`src/rtl/bus_rr_arbiter.sv`:
```
// ----------------------------------------------------------------------------
// bus_rr_arbiter
// N-master to 1-slave arbiter for the lab bus. Pending master requests are
// granted round-robin, the granted request is forwarded to the slave through
// registers, and the slave's first non-PENDING response is returned to the
// granted master for exactly one cycle. A transfer that stays PENDING for
// TIMEOUT BUSY cycles is aborted with ERROR_2 (TIMEOUT = 0 disables this).
// Every output is a register; nothing combinational reaches the ports.
// ----------------------------------------------------------------------------

package pkg_trans;
    // One bit per master on m_trans, so the transfer type is a single bit.
    typedef enum logic {
        IDLE   = 1'b0,
        NONSEQ = 1'b1
    } trans_t;
endpackage

package pkg_resp;
    typedef enum logic [1:0] {
        PENDING = 2'b00,
        SUCCESS = 2'b01,
        ERROR_1 = 2'b10,
        ERROR_2 = 2'b11
    } resp_t;
endpackage

module bus_rr_arbiter #(
    parameter int NUM_MASTER = 4,
    parameter int ADDR_W     = 32,
    parameter int DATA_W     = 32,
    parameter int TIMEOUT    = 16,
    parameter int ID_W       = $clog2(NUM_MASTER)
) (
    input  logic                         clk,
    input  logic                         rst,
    input  logic [NUM_MASTER-1:0]        m_trans,
    input  logic [NUM_MASTER-1:0]        m_write,
    input  logic [NUM_MASTER*ADDR_W-1:0] m_addr,
    input  logic [NUM_MASTER*DATA_W-1:0] m_wdata,
    output logic [NUM_MASTER*2-1:0]      m_resp,
    output logic [DATA_W-1:0]            m_rdata,
    output logic                         s_trans,
    output logic                         s_write,
    output logic [ADDR_W-1:0]            s_addr,
    output logic [DATA_W-1:0]            s_wdata,
    input  logic [1:0]                   s_resp,
    input  logic [DATA_W-1:0]            s_rdata,
    output logic [ID_W-1:0]              grant_id,
    output logic                         busy
);

    // Counter only has to reach TIMEOUT-1; keep at least one bit so the
    // design still elaborates with the timeout disabled.
    localparam int CNT_W = (TIMEOUT > 1) ? $clog2(TIMEOUT) : 1;
    localparam logic [CNT_W-1:0] TMO_LAST = (TIMEOUT > 0) ? CNT_W'(TIMEOUT - 1) : '0;
    localparam logic [ID_W-1:0]  LAST_ID  = ID_W'(NUM_MASTER - 1);

    typedef enum logic [1:0] {
        ST_IDLE = 2'b00,
        ST_BUSY = 2'b01,
        ST_RESP = 2'b10
    } state_t;

    state_t                   state_r;
    state_t                   state_nxt_s;
    logic [ID_W-1:0]          ptr_r;
    logic [ID_W-1:0]          ptr_nxt_s;
    logic [CNT_W-1:0]         cnt_r;
    logic [CNT_W-1:0]         cnt_nxt_s;

    logic [ID_W-1:0]          grant_nxt_s;
    logic                     s_trans_nxt_s;
    logic                     s_write_nxt_s;
    logic [ADDR_W-1:0]        s_addr_nxt_s;
    logic [DATA_W-1:0]        s_wdata_nxt_s;
    logic [NUM_MASTER*2-1:0]  m_resp_nxt_s;
    logic [DATA_W-1:0]        m_rdata_nxt_s;
    logic                     busy_nxt_s;

    logic                     cap_valid_s;
    logic [1:0]               cap_code_s;
    logic [DATA_W-1:0]        cap_data_s;

    logic                     req_found_s;
    logic [ID_W-1:0]          req_idx_s;
    logic [ID_W-1:0]          scan_idx_s;

    logic [ADDR_W-1:0]        addr_a_s  [NUM_MASTER];
    logic [DATA_W-1:0]        wdata_a_s [NUM_MASTER];

    // Unpack the flat master address/data buses into per-master arrays.
    always_comb begin
        for (int i = 0; i < NUM_MASTER; i++) begin
            addr_a_s[i]  = m_addr[i*ADDR_W +: ADDR_W];
            wdata_a_s[i] = m_wdata[i*DATA_W +: DATA_W];
        end
    end

    // Round-robin pick: first NONSEQ requester scanning upward from ptr_r.
    always_comb begin
        req_found_s = 1'b0;
        req_idx_s   = '0;
        scan_idx_s  = '0;
        for (int k = 0; k < NUM_MASTER; k++) begin
            scan_idx_s = ID_W'((int'(ptr_r) + k) % NUM_MASTER);
            if (!req_found_s && (m_trans[scan_idx_s] == pkg_trans::NONSEQ)) begin
                req_found_s = 1'b1;
                req_idx_s   = scan_idx_s;
            end else begin
                req_found_s = req_found_s;
            end
        end
    end

    // Next-state and next-output logic of the IDLE/BUSY/RESP transfer FSM.
    always_comb begin
        state_nxt_s   = state_r;
        ptr_nxt_s     = ptr_r;
        cnt_nxt_s     = cnt_r;
        grant_nxt_s   = grant_id;
        s_trans_nxt_s = s_trans;
        s_write_nxt_s = s_write;
        s_addr_nxt_s  = s_addr;
        s_wdata_nxt_s = s_wdata;
        m_resp_nxt_s  = '0;
        m_rdata_nxt_s = m_rdata;
        cap_valid_s   = 1'b0;
        cap_code_s    = pkg_resp::PENDING;
        cap_data_s    = '0;

        case (state_r)
            ST_IDLE: begin
                if (req_found_s) begin
                    s_trans_nxt_s = pkg_trans::NONSEQ;
                    s_write_nxt_s = m_write[req_idx_s];
                    s_addr_nxt_s  = addr_a_s[req_idx_s];
                    s_wdata_nxt_s = wdata_a_s[req_idx_s];
                    grant_nxt_s   = req_idx_s;
                    ptr_nxt_s     = (req_idx_s == LAST_ID) ? '0 : req_idx_s + ID_W'(1);
                    cnt_nxt_s     = '0;
                    state_nxt_s   = ST_BUSY;
                end else begin
                    state_nxt_s   = ST_IDLE;
                end
            end

            ST_BUSY: begin
                // The slave response is checked first so it wins over a
                // timeout landing in the same cycle.
                if (s_resp != pkg_resp::PENDING) begin
                    cap_valid_s   = 1'b1;
                    cap_code_s    = s_resp;
                    cap_data_s    = s_rdata;
                    s_trans_nxt_s = pkg_trans::IDLE;
                    state_nxt_s   = ST_RESP;
                end else if ((TIMEOUT > 0) && (cnt_r == TMO_LAST)) begin
                    cap_valid_s   = 1'b1;
                    cap_code_s    = pkg_resp::ERROR_2;
                    cap_data_s    = '0;
                    s_trans_nxt_s = pkg_trans::IDLE;
                    state_nxt_s   = ST_RESP;
                end else begin
                    cnt_nxt_s     = cnt_r + CNT_W'(1);
                end
            end

            ST_RESP: begin
                state_nxt_s = ST_IDLE;
            end

            default: begin
                state_nxt_s   = ST_IDLE;
                s_trans_nxt_s = pkg_trans::IDLE;
            end
        endcase

        // Only the granted master sees the captured code; all others PENDING.
        for (int i = 0; i < NUM_MASTER; i++) begin
            if (cap_valid_s && (ID_W'(i) == grant_id)) begin
                m_resp_nxt_s[2*i +: 2] = cap_code_s;
            end else begin
                m_resp_nxt_s[2*i +: 2] = pkg_resp::PENDING;
            end
        end

        if (cap_valid_s) begin
            m_rdata_nxt_s = cap_data_s;
        end else begin
            m_rdata_nxt_s = m_rdata;
        end

        busy_nxt_s = (state_nxt_s != ST_IDLE);
    end

    // State, pointer, counter and every output register.
    always_ff @(posedge clk or posedge rst) begin
        if (rst) begin
            state_r  <= ST_IDLE;
            ptr_r    <= '0;
            cnt_r    <= '0;
            grant_id <= '0;
            s_trans  <= pkg_trans::IDLE;
            s_write  <= 1'b0;
            s_addr   <= '0;
            s_wdata  <= '0;
            m_resp   <= '0;
            m_rdata  <= '0;
            busy     <= 1'b0;
        end else begin
            state_r  <= state_nxt_s;
            ptr_r    <= ptr_nxt_s;
            cnt_r    <= cnt_nxt_s;
            grant_id <= grant_nxt_s;
            s_trans  <= s_trans_nxt_s;
            s_write  <= s_write_nxt_s;
            s_addr   <= s_addr_nxt_s;
            s_wdata  <= s_wdata_nxt_s;
            m_resp   <= m_resp_nxt_s;
            m_rdata  <= m_rdata_nxt_s;
            busy     <= busy_nxt_s;
        end
    end

endmodule

```
`config.mk`:
```
export PLATFORM = sky130hd
export DESIGN_NAME = bus_rr_arbiter
export DESIGN_NICKNAME = d
export VERILOG_FILES = /design/src/rtl/bus_rr_arbiter.sv
export SDC_FILE = /design/constraint.sdc
export NUM_CORES = 1
export LEC_CHECK = 0
export CORE_AREA = 2 2 158 160
export CTS_CLUSTER_SIZE = 10
export DETAILED_ROUTE_END_ITERATION = 8
export DIE_AREA = 0 0 160 162
export PLACE_DENSITY = 0.58
export SYNTH_ARGS = -nofsm -noshare
export SYNTH_HDL_FRONTEND = slang
export SYNTH_SLANG_ARGS = --single-unit
export TNS_END_PERCENT = 100
```
`constraint.sdc`:
```
create_clock -name clk -period 9.6 [get_ports clk]
set_clock_uncertainty 0.1 [all_clocks]
set_input_delay 1.92 -clock clk [delete_from_list [all_inputs] [get_ports clk]]
set_output_delay 1.92 -clock clk [all_outputs]
set_load 0.05 [all_outputs]
```
==> qor.log, run 1 <==
[outcome] run status complete, no violations
[die] starting utilization of the core area 25.46%
[power] total power 3.742 mW
[timing] Setup TNS Final 0 ns
[die] core footprint 24110 um^2
[layout] Fillers 2351
[die] die width 160 um
[detailed_routing] per-cell via count in the routed design 4.684
[timing] shortest clock period the worst path allows after layout 4.480 ns
[die] floorplan die area 25920 um^2
[timing] final setup fails 0
[layout] end-of-flow core utilization 45.30%
[yosys] synthesized netlist net count 829
[worst_setup_path] critical path peak fanout 88
[clock_network] # resized after CTS 0
[yosys] number of warnings printed during yosys synthesis 0
[worst_setup_path] critical path arrival 4.64 ns
[place] worst setup slack before clock tree synthesis 4.583 ns
[worst_setup_path] slowest stage delay, CP 0.73 ns
[timing] final worst-path setup slack 5.120 ns
[worst_setup_path] sort of element at the end of the critical path flop
[power] switching power share of the total 49.27%
[layout] Net count, final 1222
[timing] transition time at the pin with the least slew margin 0.9886 ns
[clock_network] cts bufs inserted 17
[worst_setup_path] Setup CP Type in2reg
[power] VDD IR-drop max 0.0001524 V
[worst_setup_path] Crit path top cell by count mux2i_1
[detailed_routing] residual antenna-violating net count after detailed routing 0
[die] number of ports placed on the die boundary 409
[worst_setup_path] CP startpoint kind input pin
[worst_setup_path] Critical Path RT 9.76 ns
[layout] highest-count cells in the layout ignoring fill and taps 408 x clkdlybuf4s50_1, 130 x mux2i_1, 117 x dfrtp_1
[power] portion of total power attributed to sequential cells 23.0%
[yosys] count of mapped cells out of synthesis 528
[global_route] via count of the first global-routing pass 6060
[global_route] Total GRT Usage 18.63%
[power] P_int 1.898 mW
[clock_network] maximum level of the CTS H-tree 4
[yosys] number of flops mapped to enable cells by yosys 0
[detailed_routing] number of design-rule violations left by the first detailed-router iteration 370
[die] placement row count 57
[worst_setup_path] R2R depth 6
[worst_setup_path] Worst Setup SP m_trans[2]
[clock_network] number of buffers inserted by post-CTS setup repair 0
[yosys] register bit total from synthesis 117
[power] Leakage Power 4.719 nW
[clock_network] maximum buffer depth of the clock tree 2
[clock_network] master cell of the clock root buffer clkbuf_16
[timing] slew margin rel. 34.09%
[layout] most common cell after layout, fill and taps aside clkdlybuf4s50_1
[clock_network] clock tree from TritonCTS built
[clock_network] Worst-path clk slew 0.07 ns
[global_route] GR Overflow Total 0
[global_route] antenna violations before repair 0
[detailed_routing] number of optimization iterations in the first detailed-route pass 4
[place] count of port buffers added during placement 408
[layout] ratio of cells with drive above 1 in the final layout 5.460%
[power] power density relative to cell area 342.7 nW/um^2
[timing] final-report hold violation count 0
[detailed_routing] via count 5893
[power] fraction of power consumed by the clock network 17.5%
[yosys] summed instance area of the synthesized netlist 6137 um^2
[detailed_routing] Routed WL 24740 um
[clock_network] Clk Latency, worst-skew pair 0.42 ns
[die] floorplan die height 162 um
[place] DPL Wire Length 17600 um
[yosys] share of the yosys chip area belonging to registers 47.71%
[clock_network] CTS sink count 117
[worst_setup_path] reg-to-reg endpoint s_write
[power] Net Switching 1.843 mW
[hold_path] min-delay worst type reg2reg
[worst_setup_path] start of the worst register-to-register path ptr_r[1]
[worst_setup_path] ordered cell list for the critical path clkdlybuf4s50_1 > mux2i_1 > o22a_2 > nand2_8 > buf_4 > mux2i_1 > o221ai_1
[layout] Area Overhead vs Synth 77.92%
[job] Max Cap Viol 0
[worst_setup_path] cell with the largest stage delay on the worst path buf_4
[timing] max frequency 223.2 MHz
[timing] post-route clock period utilization 46.67%
[yosys] syn_area_per_cell 11.62 um^2
[yosys] ys async rst share 100.0%
[global_route] largest net degree at the start of global routing 89
[yosys] top flip-flop cell by instance count after synthesis dfrtp_1
[detailed_routing] average detailed-routed wire length per instance 19.67 um
[detailed_routing] number of DRC violations after detailed routing 0
[worst_setup_path] worst setup path endpoint s_write
[power] fraction of power consumed by combinational cells 59.5%
[timing] RSZ-0062 raised after global routing no
[place] Routability Congestion 0.7839
[clock_network] CTS Hold Buffers Added 0
[global_route] wire length of the first global-routing pass 37120 um
[layout] count of inserted antenna diode cells 0
[timing] Max Transition Viols Final 0
[worst_setup_path] register-to-register path setup slack 6.67 ns
[yosys] count of cell types in the netlist 37
synth_stat cells (3+ instances only):
master,instances,area [um^2]
dfrtp_1,117,2928
buf_12,11,220.2
nand2b_1,3,18.77
inv_1,6,22.52
a21oi_1,5,25.02
nor3_1,3,15.01
clkbuf_1,13,48.80
mux2i_1,130,1301
nand3_1,7,35.03
a22o_1,32,280.3
o221ai_1,64,560.5
buf_2,10,50.05
nand2_1,78,292.8
buf_1,3,11.26
nor2_1,16,60.06
o21ai_0,4,20.02
per-layer routing:
| metal | wire, um | GRT usage (%) | part of all wire (%) |
|---|---|---|---|
| met1 | 10210 | 22.95 | 41 |
| met2 | 12220 | 31.74 | 49 |
| met3 | 1945 | 5.771 | 7.9 |
| met4 | 366 | 4.955 | 1.5 |
| met5 | 0 | 0 | 0 |
worst min path at each step:
| stage | slack (ns) | cells after the start | from | to |
|---|---|---|---|---|
| 6_report | 0.38 | 2 | s_wdata[9] | s_wdata[9] |
| 5_1_grt | 0.42 | 2 | s_wdata[30] | s_wdata[30] |
| 4_1_cts | 0.39 | 2 | s_wdata[9] | s_wdata[9] |
| 3_5_place_dp | 0.37 | 2 | s_addr[10] | s_addr[10] |
| 3_3_place_gp | 0.37 | 2 | s_addr[20] | s_addr[20] |
| 2_1_floorplan | 0.39 | 1 | cnt_r[0] | cnt_r[0] |
sequential cells by signal (all words and copies together), names as in the netlist:
name	count
ptr_r	2
state_r	2
m_resp	8
s_write	1
grant_id	2
cnt_r	4
s_trans	1
s_wdata	32
busy	1
s_addr	32
m_rdata	32
power groups by stage:
stage,Combinational [mW],Clock (mW),Sequential (mW)
2_1_floorplan,0.799,0,1.59
3_3_place_gp,2.24,0,0.863
3_5_place_dp,2.25,0,0.862
4_1_cts,2.25,0.677,0.860
5_1_grt,2.36,0.698,0.890
6_report,2.23,0.656,0.860
layout make-up:
cell class | count | area (um^2) | area share (%)
timing repair buffer | 415 | 4136 | 37.88
sequential | 117 | 2928 | 26.81
tap | 324 | 405.4 | 3.713
clock buffer | 17 | 425.4 | 3.896
inverter | 6 | 25.02 | 0.2292
multi-input combinational | 364 | 2820 | 25.83
clock inverter | 15 | 178.9 | 1.639
worst max-delay path, delay by kind of cell:
family,cells,cell delay (ns)
simple gates,1,0.54
buf+inv,2,1.29
compound gates,2,0.41
mux,2,0.44
logic make-up (layout without fill, tap and decap cells):
family / count (synthesis) / count (layout) / share of synthesized area (%)
AOI/OAI and AO/OA: 116 / 116 / 16.00
xor gates and xnor gates: 2 / 2 / 0.2855
adders and majority gates: 1 / 1 / 0.2038
buffers and inverters: 47 / 453 / 6.667
DFF: 117 / 117 / 47.71
muxes: 130 / 130 / 21.20
and+or+nand+nor: 115 / 115 / 7.931
stage by stage:
step	std cells	hold slack [ns]	instance area (um^2)
floorplan	528	0.3863	6137
global placement	1226	0.3672	10310
detailed placement	1226	0.3730	10310
CTS	1258	0.3887	10920
global route	1258	0.4154	10920
finish	1258	0.3842	10920
Note: power is estimated with default switching activity, not from simulation.
==> run 2: changes to the inputs <==
- CORE_AREA: 2 2 158 160 -> 2 2 159 161
- DIE_AREA: 0 0 160 162 -> 0 0 161 163
- clock period: 9.6 -> 4.4 ns (I/O delays scaled with it)
==> run 2 against run 1 <==
Routed wire length decreased by 3.4%. Non-clock buffer count rose by 4. Global-route usage down 0.97 points. Sequential share of layout area fell by 0.26 points. Combinational power increased by 120%. Register-to-register slack worse by 4.7 ns. Final cell count rose by 0.79%. Clock-buffer cell count unchanged. Setup slack got worse by 3.6 ns.
==> qor.log, run 2 (synthesized netlist as in run 1, its figures left out) <==
[outcome] run status complete, no violations
[layout] end-of-flow core utilization 44.69% [-0.61 points]
[detailed_routing] per-cell via count in the routed design 4.603 [-1.7%]
[layout] count of non-filler cells in the finished layout 1268 [+0.79%]
[layout] largest registers m_rdata: 32 flops, s_addr: 32 flops, s_wdata: 32 flops
[worst_setup_path] sort of element at the end of the critical path flop
[layout] Net count, final 1226 [+0.33%]
[worst_setup_path] Crit path top cell by count mux2i_1
[clock_network] # resized after CTS 0 [unchanged]
[worst_setup_path] ordered cell list for the critical path clkdlybuf4s50_1 > mux2i_1 > o22a_2 > nand2_8 > buf_12 > mux2i_1 > o221ai_1
[die] placement row count 58 [+1.8%]
[worst_setup_path] slowest stage delay, CP 0.57 ns [-0.16 ns]
[timing] final-report hold violation count 0 [unchanged]
[power] VDD IR-drop max 0.0003573 V [+130%]
[detailed_routing] via count 5837 [-0.95%]
[timing] RSZ-0062 raised after global routing no
[timing] slew margin rel. 51.10% [+17 points]
[detailed_routing] Routed WL 23890 um [-3.4%]
[global_route] wire length of the first global-routing pass 35400 um [-4.6%]
[layout] Area Overhead vs Synth 79.65%
[global_route] via count of the first global-routing pass 5894 [-2.7%]
[die] number of ports placed on the die boundary 409 [unchanged]
[place] count of port buffers added during placement 408 [unchanged]
[place] Routability Congestion 0.7844 [about the same]
[die] core footprint 24670 um^2 [+2.4%]
[layout] most common cell after layout, fill and taps aside clkdlybuf4s50_1
[clock_network] CTS sink count 117 [unchanged]
[detailed_routing] number of DRC violations after detailed routing 0 [unchanged]
[place] worst setup slack before clock tree synthesis 1.054 ns [-3.529 ns]
[layout] highest-count cells in the layout ignoring fill and taps 408 x clkdlybuf4s50_1, 130 x mux2i_1, 117 x dfrtp_1
[worst_setup_path] buffering stage count on the worst path with inverters included 2 [unchanged]
[layout] ratio of cells with drive above 1 in the final layout 5.864% [+0.40 points]
[clock_network] clock tree from TritonCTS built
[place] number of instances in the placed design 1236 [+0.82%]
[detailed_routing] average detailed-routed wire length per instance 18.84 um [-4.2%]
[clock_network] CTS Hold Buffers Added 0 [unchanged]
[timing] Max Transition Viols Final 0 [unchanged]
[detailed_routing] number of design-rule violations left by the first detailed-router iteration 266 [-28%]
[timing] max frequency 344.6 MHz
[worst_setup_path] critical path peak fanout 40 [-55%]
[die] floorplan die height 163 um [+0.62%]
[die] floorplan die area 26240 um^2 [+1.2%]
[timing] shortest clock period the worst path allows after layout 2.902 ns
[clock_network] master cell of the clock root buffer clkbuf_16
[worst_setup_path] critical path arrival 3.07 ns [-1.57 ns]
[worst_setup_path] CP startpoint kind input pin
[global_route] antenna violations before repair 0 [unchanged]
[timing] final worst-path setup slack 1.498 ns [-3.622 ns]
[global_route] largest net degree at the start of global routing 56 [-37%]
[global_route] Total GRT Usage 17.66% [-0.97 points]
[clock_network] maximum level of the CTS H-tree 4 [unchanged]
[worst_setup_path] Setup CP Type in2reg
[die] die width 161 um [+0.63%]
[job] Max Cap Viol 0 [unchanged]
[timing] post-route clock period utilization 65.95%
[clock_network] cts bufs inserted 17 [unchanged]
[place] DPL Wire Length 17820 um [+1.3%]
[timing] transition time at the pin with the least slew margin 0.7335 ns [-0.2551 ns]
[power] power density relative to cell area 743.2 nW/um^2 [+120%]
[worst_setup_path] Critical Path RT 4.57 ns [-5.19 ns]
[worst_setup_path] cell family with most CP delay buffers and inverters
[timing] final setup fails 0 [unchanged]
[worst_setup_path] cell with the largest stage delay on the worst path clkdlybuf4s50_1
[clock_network] number of buffers inserted by post-CTS setup repair 0 [unchanged]
[clock_network] Clk Latency, worst-skew pair 0.41 ns [about the same]
[detailed_routing] number of optimization iterations in the first detailed-route pass 4 [unchanged]
[die] starting utilization of the core area 24.87% [-0.59 points]
[hold_path] min-delay worst type reg2reg
[clock_network] Worst-path clk slew 0.06 ns [about the same]
[detailed_routing] residual antenna-violating net count after detailed routing 0 [unchanged]
[global_route] GR Overflow Total 0 [unchanged]
[timing] Setup TNS Final 0 ns [unchanged]
[power] Leakage Power 4.758 nW [+0.83%]
[clock_network] maximum buffer depth of the clock tree 2 [unchanged]
[layout] count of inserted antenna diode cells 0 [unchanged]
## run 2: cell types whose count changed in the layout (fill, tap and decap cells not counted), sizes merged
cell	previous run	this run
buf	7	11
clkinvlp	0	1
clkinv	4	6
inv	17	14
## run 2: metrics by stage
| stage | hold slack [ns] | total power, mW | cell area, um^2 |
|---|---|---|---|
| 3_3_place_gp | 0.3685 | 6.820 | 10420 |
| 6_report | 0.3873 | 8.194 | 11030 |
| 5_1_grt | 0.4033 | 8.624 | 11030 |
| 2_1_floorplan | 0.3863 | 5.218 | 6137 |
| 3_5_place_dp | 0.3728 | 6.853 | 10420 |
| 4_1_cts | 0.3892 | 8.310 | 11030 |
## run 2: report_power, final
part / leakage (nW) / internal [mW] / total (mW) / switching, mW
clock: 0.293 / 0.770 / 1.41 / 0.637
combinational: 3.01 / 1.83 / 4.91 / 3.08
sequential: 1.46 / 1.58 / 1.88 / 0.293
total: 4.76 / 4.18 / 8.19 / 4.01
## run 2: worst min-delay path, stage by stage, from the launching register on
cell and delay (ns):
dfrtp_1 0.34, nand2_1 0.05, o221ai_1 0.06
## run 2: path summary, 6_finish.rpt
path                       startpoint     endpoint  slack, ns  cells past startpoint
max                        m_trans[2]  s_wdata[25]       1.50                      7
min                        s_addr[25]   s_addr[25]       0.39                      2
max reg2reg                  ptr_r[1]  s_wdata[25]       2.02                      6
min reg2reg                s_addr[25]   s_addr[25]       0.39                      2
max in group asynchronous         rst   s_addr[15]       2.69                      3
min in group asynchronous         rst  m_rdata[24]       0.75                      2
## run 2: final cells by class
| class | count | area, um^2 |
|---|---|---|
| Clock buffer | 17 | 425.4 |
| Clock inverter | 15 | 185.2 |
| Fill cell | 2339 | 13650 |
| Inverter | 6 | 25.02 |
| Multi-Input combinational cell | 364 | 2820 |
| Sequential cell | 117 | 2928 |
| Tap cell | 330 | 412.9 |
| Timing Repair Buffer | 419 | 4229 |
## run 2: per-layer routing
layer  vias to the layer above  GRT usage [%]  part of all wire (%)
li1                       2809              -                     -
met1                      2763          21.16                    41
met2                       245          30.71                    50
met3                        20          5.653                   8.0
met4                         0          4.505                   1.4
met5                         -              0                     0
